**config.mk**
```make
export PLATFORM = sky130hd
export DESIGN_NAME = mux_n_to_1_reg
export DESIGN_NICKNAME = d
export VERILOG_FILES = /design/src/rtl/mux_n_to_1_reg.sv
export SDC_FILE = /design/constraint.sdc
export NUM_CORES = 1
export LEC_CHECK = 0
export ABC_CLOCK_PERIOD_IN_PS = 1590
export BUFFER_PORTS_ARGS = -buffer_cell sky130_fd_sc_hd__buf_4
export CAP_MARGIN = 20
export CORE_UTILIZATION = 39
export CTS_CLUSTER_DIAMETER = 80
export DETAILED_ROUTE_END_ITERATION = 8
export PLACE_DENSITY = 0.78
export SYNTH_ARGS = -nofsm -noshare
export SYNTH_HDL_FRONTEND = slang
export SYNTH_SLANG_ARGS = --single-unit
```
**constraint.sdc**
```tcl
create_clock -name Clk -period 1.59 [get_ports Clk]
set_input_delay 0.2385 -clock Clk [delete_from_list [all_inputs] [get_ports Clk]]
set_output_delay 0.2385 -clock Clk [all_outputs]
set_load 0.1 [all_outputs]
```
**src/rtl/mux_n_to_1_reg.sv**
```systemverilog
// Registered N-input multiplexer for pipeline-stage selection.
// Selects by explicit sel or an internal round-robin pointer; flags out-of-range selects.
module mux_n_to_1_reg #(
    parameter int WIDTH  = 32,
    parameter int NUM_IN = 4,
    parameter int SEL_W  = 3,
    parameter int MODE   = 0
) (
    input  logic                    Clk,
    input  logic                    Reset,
    input  logic [NUM_IN*WIDTH-1:0] inBus,
    input  logic [SEL_W-1:0]        sel,
    input  logic                    inValid,
    input  logic                    stall,
    input  logic                    flush,
    output logic [WIDTH-1:0]        out,
    output logic                    outValid,
    output logic [SEL_W-1:0]        outSel,
    output logic                    selErr
);

    localparam logic [SEL_W:0]   NUM_IN_W = (SEL_W+1)'(NUM_IN);
    localparam logic [SEL_W-1:0] LAST_IDX = SEL_W'(NUM_IN - 1);

    logic [WIDTH-1:0] out_q,      out_d;
    logic             out_valid_q, out_valid_d;
    logic [SEL_W-1:0] out_sel_q,  out_sel_d;
    logic             sel_err_q,  sel_err_d;
    logic [SEL_W-1:0] rr_ptr_q,   rr_ptr_d;

    logic [SEL_W-1:0] sel_eff;
    logic             sel_in_range;
    logic [WIDTH-1:0] chan_data;
    logic             load;

    assign sel_eff      = (MODE == 1) ? rr_ptr_q : sel;
    assign sel_in_range = ({1'b0, sel_eff} < NUM_IN_W);
    assign load         = inValid && !stall && !flush;

    // Out-of-range selects fall through with zero data.
    always_comb begin
        chan_data = '0;
        for (int k = 0; k < NUM_IN; k++) begin
            if (sel_eff == SEL_W'(k)) begin
                chan_data = inBus[k*WIDTH +: WIDTH];
            end
        end
    end

    always_comb begin
        out_d       = out_q;
        out_valid_d = out_valid_q;
        out_sel_d   = out_sel_q;
        sel_err_d   = sel_err_q;
        rr_ptr_d    = rr_ptr_q;

        if (flush) begin
            out_d       = '0;
            out_valid_d = 1'b0;
            sel_err_d   = 1'b0;
        end else if (stall) begin
            // everything holds
        end else if (load) begin
            out_valid_d = 1'b1;
            out_sel_d   = sel_eff;
            out_d       = sel_in_range ? chan_data : '0;
            sel_err_d   = !sel_in_range;
            // Pointer wraps at NUM_IN, not at 2^SEL_W, so it never goes out of range.
            if (MODE == 1) begin
                rr_ptr_d = (rr_ptr_q == LAST_IDX) ? '0 : rr_ptr_q + 1'b1;
            end
        end else begin
            out_valid_d = 1'b0;
        end
    end

    always_ff @(posedge Clk) begin
        if (Reset) begin
            out_q       <= '0;
            out_valid_q <= 1'b0;
            out_sel_q   <= '0;
            sel_err_q   <= 1'b0;
            rr_ptr_q    <= '0;
        end else begin
            out_q       <= out_d;
            out_valid_q <= out_valid_d;
            out_sel_q   <= out_sel_d;
            sel_err_q   <= sel_err_d;
            rr_ptr_q    <= rr_ptr_d;
        end
    end

    assign out      = out_q;
    assign outValid = out_valid_q;
    assign outSel   = out_sel_q;
    assign selErr   = sel_err_q;

endmodule

```
Word-level counts from Yosys, hierarchy flattened
Cells that the tools add are included.
{"block": "totals", "input_bits": 136, "regBits": 37, "wordCells": 25, "output_inout_bits": 37}
{"block": "op_classes", "n_eq_ne": 3, "reduce_logical": 9, "magnitude_cmp": 1, "mux": 6, "n_bitwise": 2}
{"op": "$mux W32", "n": 5}
{"op": "$eq A3 B2 Y1 const B", "n": 2}
{"op": "$eq A3 B1 Y1 const B", "n": 1}
{"op": "$logic_not A1 Y1", "n": 3}
{"op": "$logic_not A3 Y1", "n": 1}
{"op": "$lt A3 B3 Y1 const B", "n": 1}
{"op": "$reduce_and A3 Y1", "n": 1}
{"op": "$logic_and A1 B1 Y1", "n": 2}
{"op": "$not A1 Y1", "n": 2}
{"op": "$reduce_and A2 Y1", "n": 1}
{"op": "$reduce_or A2 Y1", "n": 1}
{"op": "$mux W1", "n": 1}

Longest topological paths before layout
{"block": "logic_depth", "depth_word": 6, "mapped_depth": 6, "ltp_nobuf": 3}

Worst setup path before layout
No wires, ideal clock.
{"block": "synth_path", "path_type": "input port to flip-flop", "from": "input inValid", "to": "register out_q[0] (netlist: out[0])", "path_stages": 5, "path_slack_ps": 169, "setup_ps": 92, "t_arrival_ps": 1329, "path_buffers": 2, "required_ps": 1498, "path_cell_list": "nor2b_4 > or4b_1 > clkbuf_2 > buf_6 > o32ai_1"}
{"block": "synth_via", "elab_chain_len": 3}
{"item": "from (decl)", "line": "13", "rtl": "input logic inValid,"}
{"item": "$logic_and A1 B1 Y1 (2 in a row)", "line": "38", "rtl": "assign load = inValid && !stall && !flush;"}
{"item": "$reduce_and A2 Y1 (no line)"}
{"item": "to (signal assigned)", "line": "85", "rtl": "out_q <= out_d;"}
{"item": "to (decl)", "line": "25", "rtl": "logic [WIDTH-1:0] out_q, out_d;"}
No other way between the ends.
A chain may end at the register's enable or synchronous reset.

Worst setup path after layout
{"block": "layout_path", "from": "input stall", "to": "register out_q[17] (netlist: out[17])"}
{"block": "layout_via", "elab_chain_len": 4, "elab_cells_between_ends": 5, "cone_classes": "bitwise: 1; reduce/logical: 4"}
{"item": "from (decl)", "line": "14", "rtl": "input logic stall,"}
{"item": "$logic_not A1 Y1", "line": "38"}
{"item": "$logic_and A1 B1 Y1 (2 in a row)", "line": "38"}
{"item": "$reduce_and A2 Y1 (no line) (*)"}
Mark *: on every way between the ends. The rest lies on a longest branch, timed or not.

==> key figures <==
Floorplan
  • Initial Util: between 40% and 50%
  • Die area: between 5000 and 6000 um^2
  • Rows: 26
  • I/O pin count: 173
  • Die height: 74.5 um
  • Core area: approximately 5100 um^2
  • Horiz. Die Dim: ~75 um

Detailed routing
  • Vias per Instance: ~5.1
  • DRT Pass-1 Iters: 4
  • # DRC: 0
  • Met3 wire length: around 570 um
  • Drt wl/cell: ~15 um
  • Highest Signal Layer: met4
  • Via Count: approximately 2,400
  • Total wire length: 7.11 mm
  • Met2 WL post-DR: between 3 and 4 mm
  • DR iter-0 viols: around 110
  • Antenna-violating nets left: 0
  • WL met1: 2.69 mm

Hold path
  • Hold Crit Class: in2reg
  • Hold path start: flush
  • WHS Path Cells: 2
  • Min-Delay Endpoint: outValid$_SDFFE_PP0N_

CTS
  • Root buffer cell: clkbuf_8
  • Clock tree sinks: 37
  • Post-CTS setup buffer count: 0
  • Hold-fix buffers, CTS: 0
  • CTS tree: done
  • H-tree levels: 2
  • Post-cts sizing count: 0
  • TritonCTS Buffers: 5
  • Clock Pin Slew Worst Setup and Hold Paths: roughly 0.080 ns
  • Clk buf depth: 2
  • Clock latency on the worst-skew pair: 0.29 ns

Worst setup path
  • Crit-path cells: buf_4 > nor2b_4 > or4b_1 > buf_4 > o32ai_1
  • Max stage delay on crit path: 0.48 ns
  • Worst EP required: about 1.8 ns
  • FF-to-FF setup slack: between 0.9 and 1 ns
  • Critical path arrival: 1.48 ns
  • Kind of start point of the critical path: input pin
  • Crit-path max FO: 18
  • Reg2reg start: selErr$_SDFFE_PP0P_
  • Critical path's slowest cell: or4b_1
  • Crit. End Element: flip-flop
  • R2R Path End: selErr$_SDFFE_PP0P_
  • Buf/Inv on CP: 2
  • Length in cells of the worst reg-to-reg path: 2
  • CP delay by family, top: simple AND/OR/NAND/NOR gates
  • Cell mode on critical path: buf_4
  • Crit Path Class: in2reg

Timing
  • Relative slew slack: between 80% and 90%
  • Setup_tns: 0 ns
  • Hold slack final: between 0.1 and 0.15 ns
  • RSZ-0062 raised after global routing: no
  • Worst-margin pin slew: between 0.2 and 0.3 ns
  • Fin worst setup slack: 0.297 ns
  • Max Fclk: between 0.7 and 0.8 GHz
  • Final setup violation count: 0
  • Worst clock skew: 0 ns
  • Final Max Slew Viols: 0
  • Final critical-path share of the clock period: between 80% and 90%
  • Final Hold Vio Count: 0
  • Tmin final: ~1.3 ns

Placement
  • Placed Cells: roughly 470
  • Place WS: a little under 0.02 ns
  • RePlAce Congestion: 0.771
  • Area after DPL: roughly 3400 um^2
  • Hpwl dp: ~5.5 mm
  • Count of input and output buffers: 172

Power and ir drop
  • Leak Pwr: roughly 1.6 nW
  • Peak supply drop: roughly 0.00042 V
  • Power Density: 669 nW/um^2

Status
  • Status: finished clean

Global route
  • Global route overflow: 0
  • Largest net degree at the start of global routing: 33
  • First-pass GRT wire length: between 10 and 15 mm
  • Gr usage total: ~25%
  • Vias in the first global route: approximately 2,400
  • Initial antenna violation count: 0

Logic synthesis
  • Syn Nets: around 370
  • Post-synthesis sequential area ratio: between 30% and 40%
  • Post-synth top area cell: dfxtp_1
  • Netlist cell types: 19
  • Post-synth top area share: a little over a third
  • Area of the mapped netlist: about 2100 um^2
  • Top cells by area, synth: dfxtp_1 (36%), mux2_2 (18%), o32ai_1 (14%), o22ai_1 (9.8%), nor2_1 (6.4%)
  • Mapped Cells: 235
  • Mean Syn Cell Area: approximately 8.7 um^2
  • Seq cells post-synth: 37
  • Synth warn: 0

Layout
  • Fin nets: 540
  • Layout cells sized above 1: about 56%
  • Fin cells: 475
  • FF+latch area: between 700 and 800 um^2
  • P&R area growth vs syn: 72.9%
  • Design Area, Final: 3550 um^2
  • # diodes: 0
  • Filler cells: 451
  • Multi-input gate area: between 1000 and 1500 um^2

Run
  • Max_cap viols: 0
==> cell type report <==
cell class	instances	share of cell area, %
inverter	32	3.39
timing repair buffer	184	40.0
clock inverter	1	0.141
sequential	37	20.9
tap	70	2.47
multi-input combinational	144	30.4
clock buffer	7	2.72
==> routing by layer <==
layer,up-vias,global-route usage (%)
li1,1197,-
met1,1122,27.6
met2,99,47.5
met3,8,7.72
met4,0,6.92
met5,-,0
==> worst max-delay path by stage <==
| stage | startpoint | to | slack, ns | cells after the start |
|---|---|---|---|---|
| final | stall | out[17]$_SDFFE_PP0P_ | 0.30 | 5 |
| after global routing | stall | out[17]$_SDFFE_PP0P_ | 0.23 | 5 |
| after CTS | stall | out[28]$_SDFFE_PP0P_ | 0.31 | 5 |
| after detailed placement | stall | out[28]$_SDFFE_PP0P_ | 0.02 | 5 |
| after global placement | stall | out[6]$_SDFFE_PP0P_ | 0.08 | 5 |
| after floorplan | inValid | out[0]$_SDFFE_PP0P_ | 0.17 | 5 |
==> flip-flops by register name, indices dropped and copies added, names as in the netlist <==
register,flops
out,32
outValid,1
outSel,3
selErr,1
==> synth_stat cells <==
cell	count
clkbuf_2	1
buf_2	4
or3_2	1
mux2i_1	4
nand3b_1	1
nor3_1	2
dfxtp_1	37
o22ai_1	32
o32ai_1	32
mux2_2	32
nor3b_1	1
inv_1	32
clkbuf_1	14
nor2_1	35
nor2b_4	1
buf_6	3
a21oi_1	1
nand2b_1	1
or4b_1	1
==> power by group <==
group,total [mW],leakage (nW),internal [mW],switching (mW)
combinational,0.699,1.24,0.370,0.329
clock,0.720,0.0542,0.392,0.328
sequential,0.955,0.299,0.945,0.00989
==> per-stage QoR <==
step	utilization, %	power [mW]
6_report	69.9	2.37
3_3_place_gp	67.9	1.66
4_1_cts	69.9	2.39
5_1_grt	69.9	2.47
3_5_place_dp	67.9	1.67
2_1_floorplan	-	1.33
==> cell usage in the layout, fill, tap and decap left out, drive strengths merged <==
cell type and count:
mux2i 4, o32ai 32, inv 32, clkinv 1
or4b 1, nand2b 1, buf 184, nor2b 1
dfxtp 37, nand3b 1, nor3b 1, nor3 2
or3 1, a21oi 1, nor2 35, mux2 32
clkbuf 7, o22ai 32
==> logic make-up after synthesis <==
group | share of synthesized area, %
AO/OA/AOI/OAI | 23.7
buffers and inverters | 11.3
AND/OR/NAND/NOR | 9.45
flip-flops | 36.1
multiplexers | 19.5
Note: power is estimated with default switching activity, not from simulation.
